### src/rtl/thread_regfile_if.sv
// Decode/ALU/LSU bus into one thread's register file and the operand/flag bus back out.
// master: core side (drives state, decode fields, data); slave: register file (drives rs, rt, nzp).
interface thread_regfile_if;
    logic       enable;
    logic [7:0] block_id;
    logic [2:0] core_state;
    logic [3:0] decoded_rd_address;
    logic [3:0] decoded_rs_address;
    logic [3:0] decoded_rt_address;
    logic       decoded_reg_write_enable;
    logic [1:0] decoded_reg_input_mux;
    logic [7:0] decoded_immediate;
    logic       decoded_nzp_write_enable;
    logic [7:0] alu_out;
    logic [7:0] lsu_out;
    logic [7:0] rs;
    logic [7:0] rt;
    logic [2:0] nzp;

    modport master (
        output enable, block_id, core_state,
        output decoded_rd_address, decoded_rs_address, decoded_rt_address,
        output decoded_reg_write_enable, decoded_reg_input_mux,
        output decoded_immediate, decoded_nzp_write_enable,
        output alu_out, lsu_out,
        input  rs, rt, nzp
    );

    modport slave (
        input  enable, block_id, core_state,
        input  decoded_rd_address, decoded_rs_address, decoded_rt_address,
        input  decoded_reg_write_enable, decoded_reg_input_mux,
        input  decoded_immediate, decoded_nzp_write_enable,
        input  alu_out, lsu_out,
        output rs, rt, nzp
    );
endinterface

### src/rtl/thread_regfile.sv
// Per-thread 16x8 register file with operand read (REQUEST), writeback and NZP capture (UPDATE).
// Ports: clk, reset (sync, active-high), bus (slave modport: decode/data in, rs/rt/nzp out).
module thread_regfile #(
    parameter int THREADS_PER_BLOCK = 4,
    parameter int THREAD_ID         = 0
) (
    input logic             clk,
    input logic             reset,
    thread_regfile_if.slave bus
);
    typedef enum logic [2:0] {
        S_IDLE    = 3'b000,
        S_FETCH   = 3'b001,
        S_DECODE  = 3'b010,
        S_REQUEST = 3'b011,
        S_WAIT    = 3'b100,
        S_EXECUTE = 3'b101,
        S_UPDATE  = 3'b110,
        S_DONE    = 3'b111
    } core_state_t;

    logic [7:0] regs [16];
    logic [7:0] rs_q;
    logic [7:0] rt_q;
    logic [2:0] nzp_q;
    logic [7:0] wb_data;
    logic       wb_valid;
    core_state_t st;

    assign st      = core_state_t'(bus.core_state);
    assign bus.rs  = rs_q;
    assign bus.rt  = rt_q;
    assign bus.nzp = nzp_q;

    // Writeback source select; mux 11 and R13-R15 targets produce no write.
    always_comb begin
        wb_data  = bus.alu_out;
        wb_valid = 1'b0;
        case (bus.decoded_reg_input_mux)
            2'b00: begin wb_data = bus.alu_out;           wb_valid = 1'b1; end
            2'b01: begin wb_data = bus.lsu_out;           wb_valid = 1'b1; end
            2'b10: begin wb_data = bus.decoded_immediate; wb_valid = 1'b1; end
            default: begin wb_data = bus.alu_out;         wb_valid = 1'b0; end
        endcase
        if (!bus.decoded_reg_write_enable || bus.decoded_rd_address > 4'd12)
            wb_valid = 1'b0;
    end

    always_ff @(posedge clk) begin
        if (reset) begin
            for (int i = 0; i < 14; i++)
                regs[i] <= '0;
            regs[14] <= 8'(THREADS_PER_BLOCK);
            regs[15] <= 8'(THREAD_ID);
            rs_q     <= '0;
            rt_q     <= '0;
            nzp_q    <= '0;
        end else if (bus.enable) begin
            case (st)
                S_IDLE: begin
                    regs[13] <= bus.block_id;
                end
                S_REQUEST: begin
                    rs_q <= regs[bus.decoded_rs_address];
                    rt_q <= regs[bus.decoded_rt_address];
                end
                S_UPDATE: begin
                    if (wb_valid)
                        regs[bus.decoded_rd_address] <= wb_data;
                    if (bus.decoded_nzp_write_enable)
                        nzp_q <= bus.alu_out[2:0];
                end
                default: ;
            endcase
        end
    end
endmodule

### src/flat_wrapper.sv
// flat-port wrapper written by rule: the top's interface ports become plain ports
module thread_regfile_flat 
#(
    parameter int THREADS_PER_BLOCK = 4,
    parameter int THREAD_ID         = 0
)
  (clk, reset, bus_enable, bus_block_id, bus_core_state, bus_decoded_rd_address, bus_decoded_rs_address, bus_decoded_rt_address, bus_decoded_reg_write_enable, bus_decoded_reg_input_mux, bus_decoded_immediate, bus_decoded_nzp_write_enable, bus_alu_out, bus_lsu_out, bus_rs, bus_rt, bus_nzp);
  thread_regfile_if bus_i ();
  input logic clk;
  input logic reset;
  input wire logic [$bits(bus_i.enable)-1:0] bus_enable;
  input wire logic [$bits(bus_i.block_id)-1:0] bus_block_id;
  input wire logic [$bits(bus_i.core_state)-1:0] bus_core_state;
  input wire logic [$bits(bus_i.decoded_rd_address)-1:0] bus_decoded_rd_address;
  input wire logic [$bits(bus_i.decoded_rs_address)-1:0] bus_decoded_rs_address;
  input wire logic [$bits(bus_i.decoded_rt_address)-1:0] bus_decoded_rt_address;
  input wire logic [$bits(bus_i.decoded_reg_write_enable)-1:0] bus_decoded_reg_write_enable;
  input wire logic [$bits(bus_i.decoded_reg_input_mux)-1:0] bus_decoded_reg_input_mux;
  input wire logic [$bits(bus_i.decoded_immediate)-1:0] bus_decoded_immediate;
  input wire logic [$bits(bus_i.decoded_nzp_write_enable)-1:0] bus_decoded_nzp_write_enable;
  input wire logic [$bits(bus_i.alu_out)-1:0] bus_alu_out;
  input wire logic [$bits(bus_i.lsu_out)-1:0] bus_lsu_out;
  output wire logic [$bits(bus_i.rs)-1:0] bus_rs;
  output wire logic [$bits(bus_i.rt)-1:0] bus_rt;
  output wire logic [$bits(bus_i.nzp)-1:0] bus_nzp;
  assign bus_i.enable = bus_enable;
  assign bus_i.block_id = bus_block_id;
  assign bus_i.core_state = bus_core_state;
  assign bus_i.decoded_rd_address = bus_decoded_rd_address;
  assign bus_i.decoded_rs_address = bus_decoded_rs_address;
  assign bus_i.decoded_rt_address = bus_decoded_rt_address;
  assign bus_i.decoded_reg_write_enable = bus_decoded_reg_write_enable;
  assign bus_i.decoded_reg_input_mux = bus_decoded_reg_input_mux;
  assign bus_i.decoded_immediate = bus_decoded_immediate;
  assign bus_i.decoded_nzp_write_enable = bus_decoded_nzp_write_enable;
  assign bus_i.alu_out = bus_alu_out;
  assign bus_i.lsu_out = bus_lsu_out;
  assign bus_rs = bus_i.rs;
  assign bus_rt = bus_i.rt;
  assign bus_nzp = bus_i.nzp;
  thread_regfile #(.THREADS_PER_BLOCK(THREADS_PER_BLOCK), .THREAD_ID(THREAD_ID)) u_core (.clk(clk), .reset(reset), .bus(bus_i));
endmodule
### config.mk
export PLATFORM = sky130hd
export DESIGN_NAME = thread_regfile_flat
export DESIGN_NICKNAME = d
export VERILOG_FILES = /design/src/rtl/thread_regfile_if.sv /design/src/rtl/thread_regfile.sv /design/src/flat_wrapper.sv
export SDC_FILE = /design/constraint.sdc
export NUM_CORES = 1
export LEC_CHECK = 0
export ABC_CLOCK_PERIOD_IN_PS = 6600
export CORE_ASPECT_RATIO = 0.7
export CORE_MARGIN = 2
export CORE_UTILIZATION = 62
export DETAILED_ROUTE_END_ITERATION = 10
export GPL_TIMING_DRIVEN = 0
export PLACE_DENSITY_LB_ADDON = 0.3
export RECOVER_POWER = 50
export SLEW_MARGIN = 20
export SYNTH_ARGS = -nofsm -noshare
export SYNTH_HDL_FRONTEND = slang
export SYNTH_SLANG_ARGS = --single-unit
### constraint.sdc
create_clock -name clk -period 6.6 [get_ports clk]
set_clock_uncertainty 0.05 [all_clocks]
set_input_delay 1.98 -clock clk [delete_from_list [all_inputs] [get_ports clk]]
set_output_delay 1.98 -clock clk [all_outputs]
set_load 0.05 [all_outputs]
==> impl_metrics.toml <==
[grt]
grt_start_max_net_pins = 17
grt_first_pass_wirelength_mm = 29.4
number_of_antenna_violations_at_the_first_check_in_global_routing = 0
grt_pass1_vias = 5160
total_grt_usage_pct = 32.8
grt-ovfl-total = 0

[yosys]
dominant_combinational_cell_family_by_area_after_synthesis = "multiplexers"
synth_top_area_share_pct = 52.0
yosys-top-cells-area = "edfxtp_1 (52%), mux4_2 (18%), nor2_1 (6.8%), dfxtp_1 (5.1%), mux2_2 (2.4%)"
synth.yosys.warnings = 0
biggest_area_consumer_among_synthesized_cells = "edfxtp_1"
synth-compound-area-share_pct = 3.76
yosysSeqAreaShare_pct = 57.1
ys_ff_latch = 147
synthXorXnorAreaFrac_pct = 0
synthAdderAreaFrac_pct = 0.508
synth_simple_gate_area_share_pct = 11.3
synth_cells = 515
syn-cell-area_mm2 = 0.00739
distinct_cells_synth = 35
synth.area.mux_share_pct = 24.5
synth_area_per_cell_um2 = 14.4

[worst_setup_path]
setup.worst_path.end_class = "register"
worst-endpoint-arrival_ns = 4.88
crit_fanout = 9
crit_path_max_incr_delay_ns = 0.58
required_ns = 6.61
timing.critical_path.max_delay_family = "simple AND/OR/NAND/NOR gates"
worst_path_max_delay_cell = "dlygate4sd3_1"
ff2ff_setup_slack_ns = 4.87
worstReg2RegStart = "u_core.regs[15][5]"
crit_path_cell_trace = "dlygate4sd3_1, ha_1, or3b_2, nor4b_1, nand2_1, nand2_1"
worst_setup_path_startpoint = "bus_decoded_reg_input_mux[0]"
worstPathBufferInverterCount = 1
crit_path_frequent_cell = "nand2_1"
nature_of_the_critical_path_startpoint = "primary input"
setup.worst_path.class = "in2reg"

[sta]
fin_hold_ws_ns = 0.438
fin_tns_setup_ns = 0
period_needed_ns = 4.86
timing_hold_violations_final = 0
timing_worst_slew_pin_value_ns = 1.49
grt_setup_unrepaired = "no"
max_slew_vio_count = 0
setup_violations = 0
timing.slew.headroom_pct = 0.111
layout_worst_path_cycle_share_pct = 73.7
timing.fmax_mhz = 206

[cells_and_area]
drive_gt1_share_pct = 18.7
diodes = 0
areaGrowthSynthToFinish_pct = 18.8
finish.cell_count_without_fillers = 784
layout_nets = 671

[detailed_routing]
drc_violation_count_after_routing = 0
wl_mm = 19.6
detailroute.via_count = 5178
route.detailed.wl_per_inst_um = 25.0
route.antenna.remaining_nets = 0
detail_route.iter0.violations = 776
avgViaCountPerCell = 6.60
drtPass1Iterations = 5

[worst_hold_path]
holdCritStartpoint = "u_core.bus.rt[5]"
hold_class = "reg2reg"

[status]
outcome = "finished, violations left"
violations = "capacitance limit"

[die]
dieWidth_um = 135
initial_utilization_pct = 63.3
num_rows = 33
fp.dieArea_mm2 = 0.0128
fp.dieH_um = 95.4
io_pins = 73
core-area_mm2 = 0.0117

[place]
gp_congestion = 0.907
hpwl_mm = 14.2
place_inst = 752
placement.io_buffers = 66

[clock_network]
cts_setup_buffers = 0
clock_sinks = 147
cts_resized = 0
clk_pin_slew_ns = 0.06
worst_case_clock_buffer_depth = 2
postCtsHoldBufs = 0
worstSkewPairLatency_ns = 0.42
cts-buffers-inserted = 17
cts-root-buf = "clkbuf_16"
tritoncts = "done"
clock_tree.htree_level_count = 4

[power_and_ir_drop]
power-per-cell-area_mw_per_mm2 = 257
ir_drop_mv = 0.196
static-leakage-power_nw = 3.11

[flow_run]
timing.max_cap.violations = 1
placed cells by master, fill, tap and decap left out, types with 2 or more instances in the layout:
cell,instances
a21oi_1,10
a221o_1,16
a22oi_1,8
and2_0,7
and3_1,2
buf_1,2
buf_2,6
buf_4,4
clkbuf_1,27
clkbuf_16,17
clkdlybuf4s50_1,42
clkinv_2,7
clkinv_4,2
clkinvlp_4,3
conb_1,16
dfxtp_1,19
dlygate4sd3_1,24
edfxtp_1,128
ha_1,3
inv_1,5
mux2_2,16
mux2i_1,17
mux4_1,6
mux4_2,58
nand2_1,26
nand2b_1,3
nand3_1,3
nor2_1,134
nor2b_1,2
nor4_1,3
metal layers:
metal	vias to the layer above	routed length, µm	global-route usage, %
met2	404	9410	52.8
li1	2163	-	-
met3	47	2230	10.2
met4	0	513	11.9
met1	2564	7440	42.9
met5	-	0	0
worst reg2reg max path, stage by stage, from the launching register on:
cell and delay, ns:
edfxtp_1 0.45, mux4_2 0.52, mux2_2 0.30, a221o_1 0.31
final timing paths:
path / to / cells past startpoint
worst min register to register: u_core.bus.rt[5] / 1
worst max register to register: u_core.bus.rs[5] / 3
worst max-delay path: u_core.regs[8][6] / 6
worst min-delay path: u_core.bus.rt[5] / 1
stage by stage:
stage / power [mW] / cell area (µm²) / setup slack (ns) / utilization (%)
6_report: 2.25 / 8780 / 1.74 / 75.1
5_1_grt: 2.31 / 8780 / 1.52 / 75.1
4_1_cts: 2.25 / 8850 / 2.11 / 75.7
3_5_place_dp: 1.37 / 8310 / 1.71 / 71.1
3_3_place_gp: 1.36 / 8300 / 1.84 / 71.0
2_1_floorplan: 1.27 / 7440 / 2.72 / -
synthesized netlist by cell type:
cell and number:
nor2_1 134, edfxtp_1 128, mux4_2 58, clkbuf_1 24, nand2_1 23, dfxtp_1 19, mux2i_1 17, a221o_1 16
mux2_2 16, a21oi_1 10, a22oi_1 8, and2_1 8, buf_2 7, mux4_1 6, inv_1 5, buf_4 4
buf_1 3, ha_1 3, nand2_2 3, nand2b_1 3, and3_1 2, conb_1 2, nand3_1 2, nor2b_1 2
nor4_4 2, and4b_1 1, buf_6 1, nand3_2 1, nand4_1 1, nand4b_1 1, nor4_1 1, nor4b_4 1
o31ai_1 1, or2_2 1, or3b_2 1
cell families (layout without fill, tap and decap cells):
| logic type | after synthesis | in the layout |
|---|---|---|
| compound gates | 35 | 35 |
| fa+ha+maj | 3 | 3 |
| buf+inv | 44 | 142 |
| flops | 147 | 147 |
| mux | 97 | 97 |
| other cells | 2 | 16 |
| simple gates | 187 | 187 |
layout make-up:
| type | count | area (µm²) |
|---|---|---|
| Sequential cell | 147 | 4220 |
| Multi-Input combinational cell | 338 | 2970 |
| Fill cell | 688 | 2910 |
| Timing Repair Buffer | 66 | 661 |
| Clock buffer | 17 | 425 |
| Tap cell | 157 | 196 |
| Buffer | 39 | 169 |
| Clock inverter | 15 | 118 |
| Inverter | 5 | 18.8 |
sequential cells by signal, summed over array words and instances, names as in the netlist:
name and cells:
u_core.bus.nzp 3, u_core.bus.rs 8, u_core.bus.rt 8, u_core.regs 128
power by group:
| group | internal [mW] | switching, mW | total [mW] |
|---|---|---|---|
| Combinational | 0.126 | 0.140 | 0.266 |
| Clock | 0.513 | 0.388 | 0.901 |
| Sequential | 1.06 | 0.0288 | 1.09 |
| Total | 1.70 | 0.557 | 2.25 |
(Power assumes the default switching activity.)
